**src/rtl/id_imm_pipe.sv**
```systemverilog
// Decode-stage immediate extractor: decodes the RV32I/RV64I/Zicsr immediate at accept time
// and presents it through a registered valid/ready output backed by a one-entry skid buffer.
module id_imm_pipe #(
    parameter int XLEN = 32
) (
    input  logic            clk,
    input  logic            rst,
    input  logic            flush,
    input  logic            in_valid,
    output logic            in_ready,
    input  logic [31:0]     in_inst,
    input  logic [XLEN-1:0] in_pc,
    output logic            out_valid,
    input  logic            out_ready,
    output logic [XLEN-1:0] out_imm,
    output logic [2:0]      out_imm_type,
    output logic [XLEN-1:0] out_pc,
    output logic [XLEN-1:0] out_pc4,
    output logic            out_illegal
);

    localparam logic [2:0] T_NONE = 3'd0;
    localparam logic [2:0] T_I    = 3'd1;
    localparam logic [2:0] T_S    = 3'd2;
    localparam logic [2:0] T_B    = 3'd3;
    localparam logic [2:0] T_U    = 3'd4;
    localparam logic [2:0] T_J    = 3'd5;
    localparam logic [2:0] T_Z    = 3'd6;

    typedef struct packed {
        logic [XLEN-1:0] imm;
        logic [2:0]      imm_type;
        logic [XLEN-1:0] pc;
        logic [XLEN-1:0] pc4;
        logic            illegal;
    } entry_t;

    entry_t main_q, main_d, skid_q, skid_d, dec;
    logic   main_valid_q, main_valid_d;
    logic   skid_valid_q, skid_valid_d;
    logic   accept, pop;
    logic [XLEN-1:0] sext_v, imm_v;

    assign in_ready = ~skid_valid_q & ~rst;
    assign accept   = in_valid & in_ready;
    assign pop      = main_valid_q & out_ready;

    always_comb begin
        dec     = '0;
        dec.pc  = in_pc;
        dec.pc4 = in_pc + XLEN'(4);
        // Every signed format extends from inst[31]; start from all-sign bits and overlay the field.
        sext_v  = {XLEN{in_inst[31]}};
        imm_v   = '0;
        if (in_inst[1:0] != 2'b11) begin
            dec.illegal = 1'b1;
        end else begin
            case (in_inst[6:2])
                5'b00000, 5'b00100, 5'b11001: begin
                    imm_v        = sext_v;
                    imm_v[11:0]  = in_inst[31:20];
                    dec.imm_type = T_I;
                end
                5'b00110: begin
                    if (XLEN == 64) begin
                        imm_v        = sext_v;
                        imm_v[11:0]  = in_inst[31:20];
                        dec.imm_type = T_I;
                    end else begin
                        dec.illegal = 1'b1;
                    end
                end
                5'b01000: begin
                    imm_v        = sext_v;
                    imm_v[11:0]  = {in_inst[31:25], in_inst[11:7]};
                    dec.imm_type = T_S;
                end
                5'b11000: begin
                    imm_v        = sext_v;
                    imm_v[12:0]  = {in_inst[31], in_inst[7], in_inst[30:25], in_inst[11:8], 1'b0};
                    dec.imm_type = T_B;
                end
                5'b01101, 5'b00101: begin
                    imm_v        = sext_v;
                    imm_v[31:0]  = {in_inst[31:12], 12'b0};
                    dec.imm_type = T_U;
                end
                5'b11011: begin
                    imm_v        = sext_v;
                    imm_v[20:0]  = {in_inst[31], in_inst[19:12], in_inst[20], in_inst[30:21], 1'b0};
                    dec.imm_type = T_J;
                end
                5'b11100: begin
                    if (in_inst[14]) begin
                        imm_v[4:0]   = in_inst[19:15];
                        dec.imm_type = T_Z;
                    end
                end
                5'b01100, 5'b00011: ;
                5'b01110: dec.illegal = (XLEN != 64);
                default:  dec.illegal = 1'b1;
            endcase
        end
        dec.imm = imm_v;
    end

    always_comb begin
        main_d       = main_q;
        skid_d       = skid_q;
        main_valid_d = main_valid_q;
        skid_valid_d = skid_valid_q;
        if (flush) begin
            main_valid_d = 1'b0;
            skid_valid_d = 1'b0;
        end else if (!main_valid_q || pop) begin
            // in_ready is low whenever skid holds data, so a refill from skid never races an accept.
            if (skid_valid_q) begin
                main_d       = skid_q;
                main_valid_d = 1'b1;
                skid_valid_d = 1'b0;
            end else if (accept) begin
                main_d       = dec;
                main_valid_d = 1'b1;
            end else begin
                main_valid_d = 1'b0;
            end
        end else if (accept) begin
            skid_d       = dec;
            skid_valid_d = 1'b1;
        end
    end

    always_ff @(posedge clk) begin
        if (rst) begin
            main_q       <= '0;
            skid_q       <= '0;
            main_valid_q <= 1'b0;
            skid_valid_q <= 1'b0;
        end else begin
            main_q       <= main_d;
            skid_q       <= skid_d;
            main_valid_q <= main_valid_d;
            skid_valid_q <= skid_valid_d;
        end
    end

    assign out_valid    = main_valid_q;
    assign out_imm      = main_q.imm;
    assign out_imm_type = main_q.imm_type;
    assign out_pc       = main_q.pc;
    assign out_pc4      = main_q.pc4;
    assign out_illegal  = main_q.illegal;

endmodule

```
**config.mk**
```make
export PLATFORM = sky130hd
export DESIGN_NAME = id_imm_pipe
export DESIGN_NICKNAME = d
export VERILOG_FILES = /design/src/rtl/id_imm_pipe.sv
export SDC_FILE = /design/constraint.sdc
export NUM_CORES = 1
export LEC_CHECK = 0
export BUFFER_PORTS_ARGS = -buffer_cell sky130_fd_sc_hd__clkbuf_2
export CAP_MARGIN = 40
export CORE_ASPECT_RATIO = 1.4
export CORE_MARGIN = 5
export CORE_UTILIZATION = 40
export CTS_BUF_LIST = sky130_fd_sc_hd__clkbuf_2
export CTS_CLUSTER_DIAMETER = 40
export DETAILED_ROUTE_END_ITERATION = 8
export SLEW_MARGIN = 30
export SYNTH_ARGS = -nofsm -noshare
export SYNTH_HDL_FRONTEND = slang
export SYNTH_SLANG_ARGS = --single-unit
```
**constraint.sdc**
```tcl
create_clock -name clk -period 1.85 [get_ports clk]
set_input_delay 0.2775 -clock clk [delete_from_list [all_inputs] [get_ports clk]]
set_output_delay 0.2775 -clock clk [all_outputs]
set_load 0.05 [all_outputs]
```
== Word level (Yosys, flattened, before mapping) ==
Cells that the tools add are included.

* $add $sub $neg: 1
* Equality and inequality tests: 11
* Mux-type cells: 13
* Bitwise operators: 7
* Reduce and logical (&&, ||, !) cells: 12

{| class="wikitable"
|+ Operators by type and width
! kind !! count
|-
| 100-bit 2-to-1 mux || 2
|-
| 27-bit case mux with 4 select lines || 1
|-
| 32-bit by 3-bit adder with 32-bit output, second input constant || 1
|-
| 32-bit 2-to-1 mux || 1
|-
| 5-bit case mux with 5 select lines || 1
|-
| 5-bit equality test, second input constant || 4
|-
| 3-bit case mux with 6 select lines || 1
|-
| 5-bit by 4-bit equality test with 1-bit output, second input constant || 3
|-
| 11-bit OR reduction || 1
|-
| 5-bit by 3-bit equality test with 1-bit output, second input constant || 2
|-
| 3-bit 2-to-1 mux || 2
|-
| 3-bit AND reduction || 2
|-
| 3-bit OR reduction || 2
|-
| 5-bit by 2-bit equality test with 1-bit output, second input constant || 1
|-
| 5-bit logical NOT || 1
|-
| 5-bit 2-to-1 mux || 1
|-
| 1-bit 2-to-1 mux || 4
|-
| 1-bit NOT || 4
|-
| 2-bit OR reduction || 2
|-
| 4-bit OR reduction || 1
|-
| 1-bit bitwise AND || 3
|-
| 2-bit != test, second input constant || 1
|-
| 2-bit nonzero test || 1
|-
| 1-bit logical NOT || 1
|-
| 1-bit logical OR || 1
|}

* Flip-flop bits (word level): 202
* Input bits: 69
* Output and inout port bits: 102
* Logic and storage cells: 56

== Depth between registers and ports, before layout ==
Gate-level depths: netlist of the first run.

* Depth after elaboration: 6
* Mapped depth: 8
* Depth with buffers taken out: 6

== Worst setup path before layout of the first run ==
Ideal clock, no wire load.

* Path type: in2reg
* Start: input rst
* End: register skid_q[22] (netlist bit)
* Library setup time: 86 ps
* Data arrival time: 2098 ps
* Required time: 1764 ps
* Path slack: -334 ps
* Stages on the path: 8
* Path buffers: 4
* Cell sequence: buf_2 nor2_1 and4_1 buf_2 buf_2 buf_2 nor2_1 a211oi_1

* Cells in the longest elaborated chain, start to end: 4

{| class="wikitable"
|+ Ends and longest elaborated chain
! item !! line !! text
|-
| start: declaration || 7 || <nowiki>input logic rst,</nowiki>
|-
| 1-bit NOT || 44 || <nowiki>assign in_ready = ~skid_valid_q & ~rst;</nowiki>
|-
| 1-bit bitwise AND || 44 ||
|-
| named net in_ready || 10 || <nowiki>output logic in_ready,</nowiki>
|-
| 1-bit bitwise AND || 45 || <nowiki>assign accept = in_valid & in_ready;</nowiki>
|-
| 3-bit AND reduction (no line) || -- ||
|-
| end signal: assignment || 141 || <nowiki>skid_q <= skid_d;</nowiki>
|-
| end: declaration || 38 || <nowiki>entry_t main_q, main_d, skid_q, skid_d, dec;</nowiki>
|}

The timed path passes the listed nets, and every way through them passes these cells.
A chain may end at the register's enable or synchronous reset.

== Final worst setup path of the first run ==
* Start: register main_q (netlist bit out_pc4[17])
* End: output out_pc4[17]

{| class="wikitable"
|+ RTL lines
! item !! line !! text
|-
| start: declaration || 38 ||
|-
| start signal: assignment || 140 || <nowiki>main_q <= main_d;</nowiki>
|-
| end: declaration || 18 || <nowiki>output logic [XLEN-1:0] out_pc4,</nowiki>
|}

No word-level cell between the ends.

==> results of run 1 <==
worst paths after layout:
check	endpoint	slack [ns]	cells after the start
setup / recovery	out_pc4[17]	0.13	1
hold / removal	out_imm_type[1]$_SDFFE_PP0P_	0.15	4
hold reg to reg	skid_q[51]$_SDFFE_PP0P_	0.47	2
setup reg to reg	skid_q[70]$_SDFFE_PP0P_	0.19	8
power groups by stage:
stage | Clock (mW) | Sequential, mW | Combinational, mW
floorplan | 0 | 4.91 | 0.512
global placement | 0 | 4.54 | 1.35
detailed placement | 0 | 4.54 | 1.36
CTS | 2.27 | 4.47 | 1.48
global route | 2.42 | 4.48 | 1.61
finish | 2.18 | 4.47 | 1.50
cell type report:
class / instances / area (µm²)
Clock buffer: 21 / 105
Multi-Input combinational cell: 748 / 4410
Sequential cell: 198 / 3980
Antenna cell: 1 / 2.50
Fill cell: 2068 / 10500
Tap cell: 297 / 372
Timing Repair Buffer: 291 / 2220
Inverter: 13 / 48.8
Clock inverter: 10 / 130
flip-flops by register name, indices dropped and copies added (netlist names):
register and count:
out_imm_type 3, skid_q 98, skid_valid_q 1, out_imm 32, out_pc 32, out_valid 1
out_pc4 30, out_illegal 1
repair_timing:
item,in CTS,in global routing
gates resized for setup,12,112
buffers inserted,1,1
pin swaps,1,1
endpoints found under the setup margin,11,74
endpoints found under the hold margin,181,0
hold buffers,64,0
routing by layer:
layer  part of all wire (%)  global-route usage, %  up-vias
met4                    2.6                   7.46        0
met1                     42                   25.3     3924
li1                       -                      -     4196
met5                      0                      0        -
met2                     50                   36.5      226
met3                    4.7                   3.68       35
metrics by stage:
stage,cell area [µm²],setup TNS [ns],util [%],setup slack (ns),hold WS (ns)
final,11300,0,51.7,0.128,0.148
after global routing,11300,-0.0411,51.7,-0.0297,0.0884
after CTS,11200,0,51.2,0.00167,0.0135
after detailed placement,10200,0,47.0,0.0413,0.444
after global placement,10200,0,47.0,0.0797,0.436
after floorplan,8820,0,-,0.0698,0.350
cell families after synthesis:
kind of cell,count (synthesis),synth area share [%]
adders and majority gates,1,0.142
xor gates and xnor gates,26,2.58
muxes,35,3.99
and+or+nand+nor,408,21.8
AOI/OAI and AO/OA,278,21.3
buffers and inverters,104,5.23
DFF,198,45.0
Yosys cell counts, drive strengths merged, types with 13 or more instances:
library cell,n
a221oi,34
clkbuf,47
o21ai,29
a22oi,14
nor2,129
nand4,14
xor2,19
nand2,140
o22ai,18
nand3,16
nor3,49
inv,13
a21oi,87
a211oi,61
buf,44
mux2i,34
and3,22
dfxtp,198
==> impl_results.md, run 1 <==
* DRC at 0
* Seq/Total Area, Yosys at 45.0%
* Post-synth ARST share at 0%
* Slowest stage delay, CP at around 0.42 ns
* Slowest cell on crit path: dfxtp_1
* Switching portion of total power at roughly 30%
* Commonest non-fill, non-tap cell in the layout: dfxtp_1
* Period utilisation layout at 93.1%
* Critical path class: flop to output pin
* Top cell type by total area after synthesis: dfxtp_1
* Top post-synthesis cells by area: dfxtp_1, nand2_1, nor2_1
* WL/cell at 16.7 µm
* FMAX at 0.581 GHz
* Die Span Y at 186 µm
* CP Max Fanout at 2
* Crit path arrival time at around 1.4 ns
* Yosys reg bits at just under 200
* Initial Util at between 40% and 50%
* Worst Skew at 0.0469 ns
* Lkg Pwr at 4.43 nW
* Startpoint Class: flop
* Slew @ Worst Pin at roughly 0.74 ns
* Buf+Inv Stages, Crit Path at 1
* Design internal power at 5.67 mW
* Inst Count DP at around 1.5k
* Most frequent cells in the layout: dfxtp_1, nand2_1, nor2_1
* Placeable core area at 0.0218 mm²
* Delay-heaviest family, CP: flip-flops
* Row cnt at 64
* Worst-Skew Late Latency at between 0.7 and 0.8 ns
* Cell area power density at ~720 mW/mm²
* Share of layout cells above drive strength 1 at 23.0%
* Post-DRT Antenna Nets at 0
* Fin nets at 1339
* Detailed Route WL at 26400 µm
* GRT Util Overall at 20.7%
* Vias in the first global route at 8063
* GR Overflow Total at 0
* Pre-antenna DRT Iters at 5
* Logic pwr share at 18.4%
* Max_cap viols at 0
* Yosys top cell area share at 45.0%
* Clock power frac at 26.8%
* Top_reg_cell synth: dfxtp_1
* Fin. Hold Viols at 0
* CTS clk-pin slew, worst paths at ~0.26 ns
* Final setup violation count at 0
* Clock Sinks at 198
* Outcome: complete, no violations
* R2r startpoint: skid_valid_q$_SDFFE_PP0P_
* Synthesized instance count at 1050
* Slew Limit Fails at 0
* Die width at 135 µm
* Detailed Place HPWL at 17700 µm
* CTS max path bufs at 2
* CTS tree: done
* Vias/cell at about 5.3
* Crit-path cells: buf_2
* Initial drt markers at about 550
* I/O Buffers at 170
* Syn. warnings at 0
* Final Non-Filler Cells at around 1.6k
* First-pass GRT wire length at between 40000 and 50000 µm
* Worst slew margin at 50.3%
* Flop pwr share at 54.9%
* Die ar. at 0.0251 mm²
* Cell variety after synth at 63
* Mapped Nets at 1120
* Worst EP required at 1.57 ns
* Max VDD drop at between 0.0004 and 0.0005 V
* Number of synthesized flops with an enable pin at 0
* RSZ-0062 raised after global routing: true
* CP Launch Point: out_pc4[17]$_SDFFE_PP0P_
* Crit end category: output pin
* Post-route minimum period at 1.72 ns
* Via count at 8381
* Area grow syn2layout at 27.9%
* Mapped cell area at 0.00881 mm²
* Largest net degree at the start of global routing at 89
* Worst Hold Launch: in_inst[5]
* Placer Congestion at between 0.8 and 0.9
* # H-tree levels at 4
* I/O pin cnt at 171
* Root Buffer: clkbuf_2
* Total power at 8.14 mW
* Worst Hold Class: input pin to flop
* Initial antenna violation count at 1
* Sw Pwr at roughly 2.5 mW
* CTS buffer count at 17
* Syn Area/Cell at 8.39 µm²
Power figures use the tool's default switching activity.
==> run 2, diff against run 1 <==
Settings changed: CORE_ASPECT_RATIO 1.4 to unset.
==> run 2 against run 1 <==
Net effect:
- die area down 0.17%
- final area down 0.77%
- first-iteration DRC count up 4.4%
- fmax down 2.0%
- non-clock buffer count down 1
- largest power group unchanged
- highest routed layer unchanged
==> impl_results.md, run 2 (same netlist as run 1, synthesis figures left out) <==
* Outcome: complete, no violations
* Crit end category: output pin
* Worst-Skew Late Latency at 0.78 ns
* WL/cell at approximately 17 µm
* RSZ-0062 raised after global routing: true
* CTS clk-pin slew, worst paths at 0.29 ns
* Startpoint Class: flop
* Detailed Place HPWL at roughly 18000 µm
* Fin nets at 1338
* Root Buffer: clkbuf_2
* Die width at around 160 µm
* Hold slack at 0.104 ns
* Placer Congestion at approximately 0.87
* Initial drt markers at approximately 570
* CTS buffer count at 17
* CTS max path bufs at 2
* Slowest cell on crit path: dfxtp_4
* R2R setup slack at roughly 0.15 ns
* Initial Util at about 40%
* Die Span Y at 158 µm
* Area grow syn2layout at 26.9%
* Filler Cell Count at 2123
* Placeable core area at 0.0218 mm²
* Cell area power density at 722 mW/mm²
* Crit-path cells: nor2_4 -> buf_8
* Design internal power at 5.42 mW
* Initial antenna violation count at 1
* Delay-heaviest family, CP: flip-flops
* Worst EP required at 1.57 ns
* Row cnt at 54
* Sw Pwr at ~2.7 mW
* Fin. Hold Viols at 0
* GRT Util Overall at 20.4%
* Post-DRT Antenna Nets at 0
* Max_cap viols at 0
* Max reg flops at 98
* Final Non-Filler Cells at approximately 1.6k
* Pre-CTS WS at 0.0329 ns
* Reg2Reg Depth at 6
* Final setup violation count at 0
* Critical path depth in cells at 2
* Period utilisation layout at 95.0%
* Slowest stage delay, CP at ~0.42 ns
* Max VDD drop at ~0.00033 V
* Vias in the first global route at 7777
* Die ar. at between 0.02 and 0.03 mm²
* Final WS setup at approximately 0.09 ns
* Logic pwr share at 18.2%
* Buf+Inv Stages, Crit Path at 1
* Share of layout cells above drive strength 1 at 22.8%
* Pre-antenna DRT Iters at 8
* Worst slew margin at between 50% and 60%
* Worst Skew at ~0.034 ns
* Largest net degree at the start of global routing at 66
* Most frequent cells in the layout: dfxtp_1, nand2_1, nor2_1
* GR Overflow Total at 0
* Inst Count DP at 1463
* Switching portion of total power at 32.8%
* DRC at 0
* I/O pin cnt at ~170
* # H-tree levels at 4
* Detailed Route WL at 25900 µm
* Vias/cell at 5.38
* I/O Buffers at 170
* Sequential cell area at 0.00397 mm²
* Crit path arrival time at 1.48 ns
* Clock Sinks at 198
* Commonest non-fill, non-tap cell in the layout: dfxtp_1
* Slew Limit Fails at 0
* Via count at 8408
* Slew @ Worst Pin at around 0.73 ns
* CP Max Fanout at 3
* Post-route minimum period at 1.76 ns
* Hold Path Cell Cnt at 5
* Lkg Pwr at 4.40 nW
* CTS tree: done
* Critical path class: flop to output pin
* First-pass GRT wire length at around 40000 µm
* Flop pwr share at 55.4%
* Clock power frac at 26.4%
* Total power at 8.07 mW
* FMAX at ~0.57 GHz
* Multi-input gate area at 0.00443 mm²
* Top reg by flops: skid_q
* Worst Hold Class: input pin to flop
## run 2: per-layer routing
| metal | GRT usage, % | wire length, µm |
|---|---|---|
| met1 | 29.7 | 12700 |
| met2 | 31.5 | 11700 |
| met3 | 3.94 | 1190 |
| met4 | 4.35 | 238 |
| met5 | 0 | 0 |
## run 2: worst paths after layout
kind | start | to
worst max register to register | skid_valid_q$_SDFFE_PP0P_ | out_pc4[26]$_SDFFE_PP0P_
worst min register to register | out_pc4[8]$_SDFFE_PP0P_ | out_pc4[8]$_SDFFE_PP0P_
worst max-delay path | skid_valid_q$_SDFFE_PP0P_ | in_ready
worst min-delay path | in_inst[7] | skid_q[68]$_SDFFE_PP0P_
## run 2: cell type report
| type | instances | area share, % |
|---|---|---|
| diodes | 1 | 0.0224 |
| clock buffers | 17 | 0.761 |
| clock inverters | 15 | 1.28 |
| inverters | 13 | 0.436 |
| multi-input cells | 748 | 39.6 |
| flip-flops and latches | 198 | 35.5 |
| well taps | 280 | 3.13 |
| repair buffers | 290 | 19.3 |
## run 2: through the flow
| stage | TNS (ns) | utilization (%) | area, µm² |
|---|---|---|---|
| 2_1_floorplan | 0 | - | 8820 |
| 3_3_place_gp | 0 | 46.6 | 10100 |
| 3_5_place_dp | 0 | 46.6 | 10100 |
| 4_1_cts | -0.0187 | 51.1 | 11100 |
| 5_1_grt | -0.0260 | 51.4 | 11200 |
| 6_report | 0 | 51.4 | 11200 |
## run 2: power groups by stage
stage	Sequential [mW]	Combinational, mW	Clock, mW
2_1_floorplan	4.91	0.512	0
3_3_place_gp	4.55	1.33	0
3_5_place_dp	4.55	1.33	0
4_1_cts	4.48	1.46	2.23
5_1_grt	4.49	1.59	2.38
6_report	4.47	1.47	2.13
## run 2: worst register-to-register path, stage by stage, from the launching register on
cell and delay [ns]:
dfxtp_4 0.42, buf_4 0.18, o211ai_1 0.32, buf_12 0.25, nor3_1 0.07, or3_1 0.30, a21oi_1 0.11
## run 2: repair_timing
action                                 4_1_cts  5_1_grt
resized for setup                           32       67
cloned                                       0        0
setup endpoints to repair                   30       65
pin swaps                                    1        0
hold buffers                                65        0
buffers inserted                             1        0
endpoints found under the hold margin      181        0
==> run 3, diff against run 2 <==
Settings changed: CORE_UTILIZATION 40 to 35.
Clock period 1.85 ns to 2 ns, I/O delays scaled along.
==> run 3 against run 2 <==
Net effect:
- setup slack worse by 0.016 ns
- combinational power shrank 9%
- critical path depth rose by 5
- first-iteration DRC count down 7.7%
- utilization fell by 7.2 points
- clock power down 9.9%
- clock skew increased by 0.027 ns
- largest power group unchanged
==> impl_results.md, run 3 (same netlist as run 1, synthesis figures left out) <==
* Logic pwr share at 18.1%
* Die Span Y at between 150 and 200 µm
* Top reg by flops: skid_q
* Vias/cell at 5.26
* I/O pin cnt at 171
* Final Non-Filler Cells at 1603
* FMAX at 0.520 GHz
* Delay-heaviest family, CP: buffers and inverters
* Switching portion of total power at 33.9%
* Outcome: complete, no violations
* Reg2Reg Depth at 7
* Pre-antenna DRT Iters at 5
* Detailed Route WL at 27000 µm
* Die ar. at 0.0284 mm²
* Fin nets at around 1.3k
* Slew @ Worst Pin at 0.579 ns
* Slowest cell on crit path: dlygate4sd3_1
* Post-DRT Antenna Nets at 0
* Design internal power at approximately 5 mW
* Crit path arrival time at around 2.7 ns
* Detailed Place HPWL at 18100 µm
* Die width at 169 µm
* Worst-Skew Late Latency at 0.80 ns
* Via count at 8426
* Crit end category: flop
* Critical path class: flop to flop
* Buf+Inv Stages, Crit Path at 2
* Largest net degree at the start of global routing at 98
* # H-tree levels at 4
* Crit-path cells: nor2b_1 -> and4_4 -> nor2_1 -> buf_4 -> nand2_1 -> o21ai_0 -> dlygate4sd3_1
* CTS tree: done
* R2R setup slack at 0.08 ns
* Inst Count DP at 1499
* CTS buffer count at 17
* Row cnt at 58
* WHS Endpoint: skid_q[70]$_SDFFE_PP0P_
* Flop pwr share at 56.0%
* Worst reg2reg path endpoint: skid_q[99]$_SDFFE_PP0P_
* Slowest stage delay, CP at 0.57 ns
* Vias in the first global route at 7849
* Max_cap viols at 0
* WL/cell at 16.8 µm
* Final setup violation count at 0
* Placer Congestion at 0.878
* Clock Sinks at 198
* Post-route cell area at between 0.01 and 0.015 mm²
* Root Buffer: clkbuf_2
* Lkg Pwr at 4.32 nW
* Slew Limit Fails at 0
* Worst Hold Class: input pin to flop
* Worst Skew at 0.0614 ns
* Area grow syn2layout at 25.3%
* Clock power frac at 25.9%
* Max reg flops at 98
* Cell area power density at 670 mW/mm²
* Share of layout cells above drive strength 1 at a little over a fifth
* CP Max Fanout at 21
* Hold Path Cell Cnt at 5
* GRT Util Overall at 18.3%
* Post-placement cell area at 0.0101 mm²
* Placeable core area at 0.0250 mm²
* Initial antenna violation count at 3
* CTS clk-pin slew, worst paths at 0.36 ns
* R2r startpoint: out_valid$_SDFFE_PP0P_
* Period utilisation layout at 96.2%
* Filler Cell Count at between 2k and 3k
* Fin. Hold Viols at 0
* CTS max path bufs at 2
* Initial Util at 35.3%
* Post-route minimum period at just under 2 ns
* I/O Buffers at 170
* Startpoint Class: flop
* Worst EP required at 2.75 ns
* Initial drt markers at 528
* Worst Hold Launch: in_inst[9]
* Sw Pwr at roughly 2.5 mW
* First-pass GRT wire length at 42600 µm
* GR Overflow Total at 0
* Commonest non-fill, non-tap cell in the layout: dfxtp_1
* Max VDD drop at 0.000413 V
* Worst slew margin at about 61%
* DRC at 0
* Most frequent cells in the layout: dfxtp_1, clkbuf_2, nand2_1
==> run 3: cell type report <==
class	count	area [µm²]	area share (%)
inverters	13	48.8	0.442
clock inverters	15	143	1.29
flip-flops and latches	198	3970	36.0
diodes	1	2.50	0.0227
well taps	330	413	3.74
repair buffers	281	1980	17.9
clock buffers	17	85.1	0.771
multi-input cells	748	4400	39.8
==> run 3: layer usage <==
metal	track usage, %	share of wire [%]	vias up
met5	0	0.078	-
met4	5.47	1.6	4
met3	4.76	6.2	33
met2	28.5	45	226
met1	25.1	47	3991
li1	-	-	4172
==> run 3: timing repair <==
action                                  CTS  global route
buffers inserted                          2             1
endpoints found under the hold margin   182             0
pin swaps                                 0             0
gates resized for setup                   1             4
endpoints found under the setup margin    1             7
hold buffers                             68             0
==> run 3: worst max-delay path by stage <==
| stage | startpoint | to | depth (start not counted) |
|---|---|---|---|
| 3_5_place_dp | in_inst[5] | out_imm[9]$_SDFFE_PP0P_ | 6 |
| 2_1_floorplan | rst | skid_q[22]$_SDFFE_PP0P_ | 8 |
| 4_1_cts | out_valid$_SDFFE_PP0P_ | skid_q[84]$_SDFFE_PP0P_ | 6 |
| 6_report | out_valid$_SDFFE_PP0P_ | skid_q[99]$_SDFFE_PP0P_ | 7 |
| 5_1_grt | out_valid$_SDFFE_PP0P_ | skid_q[81]$_SDFFE_PP0P_ | 6 |
| 3_3_place_gp | in_inst[4] | out_imm_type[2]$_SDFFE_PP0P_ | 7 |
==> run 3: power groups by stage <==
stage | registers [mW] | logic (mW) | clock network, mW
after global routing | 4.16 | 1.43 | 2.17
final | 4.14 | 1.34 | 1.92
after floorplan | 4.55 | 0.473 | 0
after global placement | 4.21 | 1.22 | 0
after CTS | 4.14 | 1.33 | 2.00
after detailed placement | 4.21 | 1.23 | 0
==> run 3: stage by stage <==
stage          TNS [ns]  setup WS [ns]  hold slack, ns  power (mW)  utilization, %
2_1_floorplan         0         0.0703           0.373        5.02               -
4_1_cts               0         0.0207        0.000914        7.47            44.2
3_5_place_dp          0          0.175           0.445        5.44            40.4
6_report              0         0.0766          0.0841        7.39            44.2
3_3_place_gp          0          0.201           0.433        5.43            40.4
5_1_grt         -0.0272       -0.00788          0.0274        7.75            44.2
==> run 3: worst reg2reg max path, cell delays in order (launching register included) <==
cell	delay, ns
dfxtp_2	0.41
nor2b_1	0.19
and4_4	0.31
nor2_1	0.06
buf_4	0.23
nand2_1	0.09
o21ai_0	0.08
dlygate4sd3_1	0.57
